$ cat src/rtl/debug_pkg.sv
// Shared constants and types for the UART debug sequencer and its byte sender.
package debug_pkg;

  localparam logic [7:0] CMD_RUN  = 8'h63;
  localparam logic [7:0] CMD_STEP = 8'h73;
  localparam logic [7:0] CMD_DUMP = 8'h64;

  typedef enum logic [1:0] {
    IDLE,
    RUN,
    STEP,
    DUMP
  } state_t;

  localparam int WORD_PC   = 0;
  localparam int WORD_CYC  = 1;
  localparam int WORD_REG0 = 2;

  // Number of 32-bit words in one state dump: PC, cycle count, then registers.
  function automatic int dump_words(input int regs);
    return WORD_REG0 + regs;
  endfunction

endpackage

$ cat src/rtl/word_byte_sender.sv
// Serialises one 32-bit word into four UART bytes, MSB first, honouring the
// tx_start/tx_busy handshake with a one-cycle guard after every start.
module word_byte_sender (
  input  logic        clk,
  input  logic        reset,
  input  logic        i_load,
  input  logic [31:0] i_word,
  input  logic        i_tx_busy,
  output logic [7:0]  o_tx_data,
  output logic        o_tx_start,
  output logic        o_done
);

  logic [31:0] r_word;
  logic [2:0]  r_sent;
  logic        r_active;
  logic        r_tx_start;
  logic [7:0]  r_tx_data;
  logic        r_done;

  // NOTE: sequential state uses non-blocking assignments so every register
  // samples pre-edge values, independent of statement order.
  always_ff @(posedge clk) begin
    if (!reset) begin
      r_word     <= '0;
      r_sent     <= '0;
      r_active   <= 1'b0;
      r_tx_start <= 1'b0;
      r_tx_data  <= '0;
      r_done     <= 1'b0;
    end else begin
      r_tx_start <= 1'b0;
      r_done     <= 1'b0;
      if (i_load) begin
        r_word   <= i_word;
        r_sent   <= '0;
        r_active <= 1'b1;
      end else if (r_active && !r_tx_start && !i_tx_busy) begin
        // A high r_tx_start marks the guard cycle: the UART has not yet
        // raised busy, so its level cannot be trusted there.
        if (r_sent == 3'd4) begin
          r_active <= 1'b0;
          r_done   <= 1'b1;
        end else begin
          r_tx_start <= 1'b1;
          r_tx_data  <= r_word[31:24];
          r_word     <= {r_word[23:0], 8'h00};
          r_sent     <= r_sent + 3'd1;
        end
      end
    end
  end

  assign o_tx_data  = r_tx_data;
  assign o_tx_start = r_tx_start;
  assign o_done     = r_done;

endmodule

$ cat src/rtl/debug_step_controller.sv
// Host-command debug sequencer: run/step gating of the pipeline enable and
// a PC / cycle-count / register-file dump streamed out through the UART.
module debug_step_controller
  import debug_pkg::*;
#(
  parameter int DUMP_REGS = 32,
  parameter int CYCLE_W   = 32
) (
  input  logic        clk,
  input  logic        reset,
  input  logic [7:0]  rx_data,
  input  logic        rx_valid,
  output logic [7:0]  tx_data,
  output logic        tx_start,
  input  logic        tx_busy,
  output logic        cpu_en,
  input  logic        cpu_halt,
  input  logic [31:0] pc_in,
  output logic [4:0]  dump_addr,
  input  logic [31:0] dump_data,
  output logic        halted
);

  localparam int         N_WORDS  = dump_words(DUMP_REGS);
  localparam logic [5:0] END_IDX  = 6'(N_WORDS);
  localparam logic [5:0] LAST_IDX = 6'(N_WORDS - 1);

  state_t             r_state;
  logic [CYCLE_W-1:0] r_cyc;
  logic [31:0]        r_cyc_snap;
  logic               r_halted;
  logic [5:0]         r_word_idx;
  logic               r_load_pending;
  logic [4:0]         r_dump_addr;

  logic        w_load;
  logic [31:0] w_word;
  logic        w_done;

  // The enable must drop in the very cycle halt is seen, so it is decoded
  // from state rather than registered.
  assign cpu_en = ((r_state == RUN) && !cpu_halt) || (r_state == STEP);
  assign w_load = (r_state == DUMP) && r_load_pending;

  // NOTE: default assignment first so no path leaves w_word unassigned,
  // which would otherwise infer a latch.
  always_comb begin
    w_word = dump_data;
    if (r_word_idx == 6'(WORD_PC))
      w_word = pc_in;
    else if (r_word_idx == 6'(WORD_CYC))
      w_word = r_cyc_snap;
  end

  always_ff @(posedge clk) begin
    if (!reset) begin
      r_state        <= IDLE;
      r_cyc          <= '0;
      r_cyc_snap     <= '0;
      r_halted       <= 1'b0;
      r_word_idx     <= '0;
      r_load_pending <= 1'b0;
      r_dump_addr    <= '0;
    end else begin
      if (cpu_en)
        r_cyc <= r_cyc + CYCLE_W'(1);

      case (r_state)
        IDLE: begin
          if (rx_valid) begin
            if (rx_data == CMD_RUN && !r_halted) begin
              r_state <= RUN;
            end else if (rx_data == CMD_STEP && !r_halted) begin
              r_state <= STEP;
            end else if (rx_data == CMD_DUMP) begin
              r_state        <= DUMP;
              r_word_idx     <= '0;
              r_load_pending <= 1'b1;
            end
          end
        end

        RUN: begin
          if (cpu_halt) begin
            r_halted       <= 1'b1;
            r_state        <= DUMP;
            r_word_idx     <= '0;
            r_load_pending <= 1'b1;
          end
        end

        STEP: begin
          if (cpu_halt)
            r_halted <= 1'b1;
          r_state        <= DUMP;
          r_word_idx     <= '0;
          r_load_pending <= 1'b1;
        end

        DUMP: begin
          if (w_load) begin
            r_load_pending <= 1'b0;
            r_word_idx     <= r_word_idx + 6'd1;
            if (r_word_idx == 6'(WORD_PC))
              r_cyc_snap <= 32'(r_cyc);
            // Pre-drive the address for the next word so dump_data is
            // settled in the cycle that word is loaded.
            if (r_word_idx >= 6'(WORD_CYC) && r_word_idx != LAST_IDX)
              r_dump_addr <= 5'(r_word_idx - 6'd1);
          end else if (w_done) begin
            if (r_word_idx == END_IDX) begin
              r_state     <= IDLE;
              r_dump_addr <= '0;
            end else begin
              r_load_pending <= 1'b1;
            end
          end
        end

        default: r_state <= IDLE;
      endcase
    end
  end

  word_byte_sender u_sender (
    .clk        (clk),
    .reset      (reset),
    .i_load     (w_load),
    .i_word     (w_word),
    .i_tx_busy  (tx_busy),
    .o_tx_data  (tx_data),
    .o_tx_start (tx_start),
    .o_done     (w_done)
  );

  assign dump_addr = r_dump_addr;
  assign halted    = r_halted;

endmodule

$ cat config.mk
export PLATFORM = sky130hd
export DESIGN_NAME = debug_step_controller
export DESIGN_NICKNAME = d
export VERILOG_FILES = /design/src/rtl/debug_pkg.sv /design/src/rtl/word_byte_sender.sv /design/src/rtl/debug_step_controller.sv
export SDC_FILE = /design/constraint.sdc
export NUM_CORES = 1
export LEC_CHECK = 0
export ABC_AREA = 1
export CAP_MARGIN = 20
export CORE_ASPECT_RATIO = 0.5
export CORE_MARGIN = 2
export CORE_UTILIZATION = 43
export DETAILED_ROUTE_END_ITERATION = 8
export PLACE_DENSITY_LB_ADDON = 0.08
export SLEW_MARGIN = 20
export SYNTH_ARGS = -nofsm -noshare
export SYNTH_HDL_FRONTEND = slang
export SYNTH_HIERARCHICAL = 1
export SYNTH_SLANG_ARGS = --single-unit
$ cat constraint.sdc
create_clock -name clk -period 2.4 [get_ports clk]
set_input_delay 0.48 -clock clk [delete_from_list [all_inputs] [get_ports clk]]
set_output_delay 0.48 -clock clk [all_outputs]
set_load 0.005 [all_outputs]
### Yosys cells after proc, flatten, opt, wreduce, memory -nomap -nowiden

Cells that the tools add are included.

| word-level totals | value |
|---|---|
| memories | 0 |
| bits in read-only memories | 0 |
| bits in writable memories | 0 |
| bits of input ports | 77 |
| bits in latches | 0 |
| output and inout port bits | 16 |
| word-level logic and storage cells | 116 |
| register bits after elaboration | 125 |

| operators by class | value |
|---|---|
| $mul | 0 |
| eq/ne operators | 24 |
| $lt $le $gt $ge | 1 |
| reductions and logical operators | 31 |
| $add $sub $neg | 4 |
| muxes and demuxes | 39 |
| shift-type cells | 0 |
| divide/modulo/power cells | 0 |
| bitwise gates (word level) | 4 |

Operator list:

| kind | count |
|---|---|
| $mux W32 | 5 |
| $mux W6 | 6 |
| $add A32 B1 Y32 const B | 1 |
| $eq A8 B7 Y1 const B | 3 |
| $pmux W6 S4 | 1 |
| $mux W5 | 4 |
| $mux W2 | 8 |
| $ne A2 B2 Y1 const B | 7 |
| $mux W1 | 13 |
| $reduce_and A6 Y1 | 2 |
| $ne A2 B1 Y1 const B | 4 |
| $pmux W2 S4 | 1 |
| $reduce_and A2 Y1 | 4 |
| $reduce_bool A2 Y1 | 4 |
| $logic_and A1 B1 Y1 | 7 |
| $reduce_and A7 Y1 | 1 |
| $add A6 B1 Y6 const B | 1 |
| $eq A6 B1 Y1 const B | 1 |
| $eq A6 B6 Y1 const B | 1 |
| $ge A6 B1 Y1 const B | 1 |
| $logic_not A6 Y1 | 1 |
| $ne A6 B6 Y1 const B | 1 |
| $reduce_and A3 Y1 | 2 |
| $sub A5 B1 Y5 const B | 1 |
| other kinds (15) | 23 |

### Depth between registers and ports, before layout

| logic depth | value |
|---|---|
| depth in word-level cells | 6 |
| mapped depth | 13 |
| mapped depth without buffers | 12 |

### Hierarchy

The synthesis kept the hierarchy.

Modules (own cells, without submodules):

| module | area an instance (um^2) | times used | cells an instance | sequential area each (um^2) |
|---|---|---|---|---|
| debug_step_controller | 4,539.4 | 1 | 703 | 1,581.5 |
| word_byte_sender | 2,233.4 | 1 | 320 | 920.9 |

### Least setup slack after synthesis

Ideal clock, no wire load.

| timing path | value |
|---|---|
| path type | register to register |
| start point | register r_word_idx[0] |
| end point | register u_sender.r_word[8] |
| required time | 2,287 ps |
| buffers on the path | 1 |
| path slack | 545 ps |
| clock period less this slack | 1,855 ps |
| arrival | 1,743 ps |
| library setup time | 113 ps |
| stages on the path, launching flop included | 14 |
| cell sequence | dfxtp_1 > inv_1 > ha_1 > nor3b_4 > nand2_2 > clkbuf_1 > nor2_1 > a31oi_1 > nand2_1 > inv_1 > nor2_1 > nand3_1 > nand2_1 > nor2_1 |

| on the way | value |
|---|---|
| longest elaborated chain between the ends | 4 |
| elaborated cells on any way between the ends | 5 |
| classes of those cells | 1 x eq/ne; 3 x mux; 1 x reduce/logical |

RTL lines:

| item | RTL line | RTL |
|---|---|---|
| from (decl) | debug_step_controller.sv:32 | `logic [5:0] r_word_idx;` |
| from (signal assigned) | debug_step_controller.sv:103 | `r_word_idx <= r_word_idx + 6'd1;` |
| $eq A6 B1 Y1 | debug_step_controller.sv:51 | `else if (r_word_idx == 6'(WORD_CYC))` |
| $mux W32 | debug_step_controller.sv:51 |  |
| $mux W32 (*) | debug_step_controller.sv:49 | `if (r_word_idx == 6'(WORD_PC))` |
| net w_word[8] | debug_step_controller.sv:37 | `logic [31:0] w_word;` |
| $mux W32 (*) | word_byte_sender.sv:34 | `if (i_load) begin` |
| to (signal assigned) | word_byte_sender.sv:35 | `r_word <= i_word;` |
| to (signal assigned) | word_byte_sender.sv:47 | `r_word <= {r_word[23:0], 8'h00};` |
| to (decl) | word_byte_sender.sv:14 | `logic [31:0] r_word;` |

Mark *: on every way through the listed nets, which the timed path passes. The rest lies on a longest branch.
A chain may end at the register's enable or synchronous reset.

### Final worst setup path

| timing path | value |
|---|---|
| start point | register r_state[1] |
| end point | output port cpu_en |

| on the way | value |
|---|---|
| longest elaborated chain between the ends | 3 |
| elaborated cells on any way between the ends | 4 |
| classes of those cells | 2 x eq/ne; 2 x reduce/logical |

RTL lines:

| item | RTL line | RTL |
|---|---|---|
| from (decl) | debug_step_controller.sv:28 | `state_t r_state;` |
| from (signal assigned) | debug_step_controller.sv:57 | `r_state <= IDLE;` |
| from (signal assigned) | debug_step_controller.sv:72 | `r_state <= RUN;` |
| from (signal assigned) | debug_step_controller.sv:74 | `r_state <= STEP;` |
| $eq A2 B1 Y1 | debug_step_controller.sv:42 | `assign cpu_en = ((r_state == RUN) && !cpu_halt) \|\| (r_state == STEP);` |
| $logic_and A1 B1 Y1 | debug_step_controller.sv:42 |  |
| $logic_or A1 B1 Y1 (*) | debug_step_controller.sv:42 |  |
| to (decl) | debug_step_controller.sv:16 | `output logic cpu_en,` |

Mark *: on every way between the ends. The rest lies on a longest branch, timed or not.

==> impl_metrics.tcl <==
set metrics [dict create \
    finalPower_uw 5730 \
    cts_buffers 17 \
    syn-num-nets 1112 \
    cp_max_fo 4 \
    gr-total-overflow 0 \
    layout_min_cycle_time_ps 2180 \
    io_pins 93 \
    die_w_um 181 \
    relSlewSlack_pct 47.6 \
    irDropWorstVdd_v 0.000538 \
    cts-root-buf "clkbuf_16" \
    clock_latency_ps 420 \
    antenna_found_initial 0 \
    clockBufferDepth 2 \
    dieArea_sq_mm 0.0168 \
    finalSetupTns_ps 0 \
    final-setup-viol-count 0 \
    max_stage_delay_ps 530 \
    ys_types 36 \
    vias 6737 \
    via_per_inst 5.14 \
    wl_um 18600 \
    io_buffers 92 \
    cp.arrival_ps 1700 \
    syn_to_final_growth_pct 23.8 \
    cts_sinks 125 \
    hold_viol_final 0 \
    rsz0062_at_grt "false" \
    dp_hpwl_um 13600 \
    crit_buf_inv 2 \
    rows 32 \
    core_sq_mm 0.0154 \
    route.detailed.drc 0 \
    syn_area_sq_mm 0.00677 \
    holdBufCountCts 0 \
    path_cells "inv_1, ha_1, nand2_1, nand2_1, clkdlybuf4s50_1" \
    first_iter_violations 452 \
    synthCells 1023 \
    dieHeight_um 92.7 \
    nets 1185 \
    yosys_warnings 6 \
    skew_ps 12.5 \
    power.leakage_uw 0.00323 \
    design_area_sq_mm 0.00839 \
    cts_resized 0 \
    outcome "finished, final reports clean" \
    final_core_util_pct 54.4 \
    cts_max_level 4 \
    crit_family "buffers and inverters" \
    power.density_mw_per_mm2 683 \
    grt_pass1_vias 6162 \
    post-route-period-util_pct 90.9 \
    drive_above_1_share_pct 7.32 \
    grt_pass1_wl_um 30800 \
    drv_cap 0 \
    worstSetupEndpointType "primary output" \
    post_cts_buffers 0 \
    worstSetupPathType "reg -> out" \
    avgSynthCellArea_sq_um 6.62 \
    postRouteAntennaNets 0 \
    n_fill_cell 1539 \
    cts_tree "done" \
    crit_slowest_cell "clkdlybuf4s50_1" \
    synth_seq_area_share_pct 36.9 \
    route.detailed.wl_per_inst_um 14.2 \
    tightest_slew_ps 785 \
    grt_max_degree 65 \
    whs_ps 476 \
    place_area_sq_mm 0.00779 \
    routabilityCongestion 0.873 \
    fmax_mhz 458 \
    clk_transition_reported_paths_ps 60 \
    worstHoldPathType "reg -> reg" \
    antenna_cells 0 \
    first_pass_iters 4 \
    ys_ff_latch 125 \
    initial_core_util_pct 43.9 \
    critPathRequiredTime_ps 1920 \
    slew_violations 0 \
    track_usage_pct 22.9 \
    startpoint_type "flip-flop" \
    crit_top_cell "nand2_1" \
]
[synthesized netlist by cell type (all sizes together)]
library cell	number	area, sq um
nand2	243	955
nor2	188	744
dfxtp	125	2500
nand3	79	410
inv	77	294
a21oi	74	374
o21ai	57	285
nand4	48	307
a31oi	32	200
buf	32	245
clkbuf	26	97.6
ha	12	150
nor3	9	45.0
nand3b	8	60.1
clkinv	3	11.3
o21bai	3	22.5
o31ai	2	15.0
xor2	2	17.5
nor3b	1	18.8
or2	1	8.76
xnor2	1	8.76
[registers in the layout, summed over array words and instances (netlist names), 2 cells and up]
register	cells
r_cyc_snap	32
u_sender/o_tx_data	8
r_state	2
r_word_idx	6
u_sender/r_sent	3
dump_addr	5
u_sender/r_word	32
r_cyc	32
[layout make-up]
class / instances / area [sq um] / share of cell area [%]
Tap cell: 204 / 255 / 3.04
Sequential cell: 125 / 2500 / 29.8
Multi-Input combinational cell: 760 / 3620 / 43.2
Clock buffer: 23 / 488 / 5.82
Timing Repair Buffer: 112 / 1100 / 13.2
Clock inverter: 6 / 110 / 1.31
Inverter: 80 / 305 / 3.64
[per-stage QoR]
| stage | instances | worst slack (ps) |
|---|---|---|
| 6_report | 1310 | 218 |
| 5_1_grt | 1310 | 39.6 |
| 4_1_cts | 1310 | 194 |
| 3_5_place_dp | 1281 | 204 |
| 3_3_place_gp | 1281 | 245 |
| 2_1_floorplan | 1023 | 545 |
[worst register-to-register path, stage by stage, from the launching register on]
cell and delay, ps:
dfxtp_1 350, inv_1 160, ha_1 210, nor3b_4 290, nand3_2 140, inv_2 580, o21ai_0 200, a21oi_1 140
[cell families after synthesis]
group / after synthesis / share of synthesized area [%]
AO/OA/AOI/OAI: 168 / 13.2
XOR/XNOR: 3 / 0.388
buffers and inverters: 138 / 9.57
flip-flops: 125 / 36.9
AND/OR/NAND/NOR: 577 / 37.6
adder cells (fa/ha/maj): 12 / 2.22
[path summary, 6_finish.rpt]
kind              cells after the start                  end                 from  slack [ps]
setup reg to reg                      7       r_cyc_snap[17]        r_word_idx[0]         250
setup / recovery                      5               cpu_en           r_state[1]         220
hold reg to reg                       2  u_sender/r_word[26]  u_sender/r_word[26]         480
hold / removal                        2  u_sender/r_word[26]  u_sender/r_word[26]         480
[where the power goes]
group / internal, uW / switching, uW / total, uW / leakage (uW)
clock: 1720 / 923 / 2650 / 0.000287
combinational: 366 / 551 / 917 / 0.00194
sequential: 2120 / 42.1 / 2160 / 0.00101
total: 4210 / 1520 / 5730 / 0.00323
[placed cells by master (no fill, tap or decap), types with 4 or more instances in the layout]
cell,synthesis,layout
ha_1,12,12
o21ai_1,18,18
nand2_2,14,14
nor2_1,180,180
a21oi_1,73,73
nand3_1,76,76
clkbuf_8,0,4
nor2_2,6,6
clkdlybuf4s50_1,0,91
a31oi_1,32,32
buf_4,9,17
nor3_1,9,9
dfxtp_1,125,125
nand2_1,228,228
o21ai_0,39,39
nand3b_1,8,8
clkbuf_16,0,17
nand4_1,47,47
inv_1,74,74
[per-layer routing]
metal  part of all wire, %  track usage (%)  vias up  routed length [um]
li1                      -                -     3512                   -
met1                    50             31.8     3063                9400
met2                    44             36.7      142                8220
met3                   4.2             3.93       20                 786
met4                   1.2             6.50        0                 228
met5                     0                0        -                   0
No activity file was read; power rests on OpenSTA's default activity.
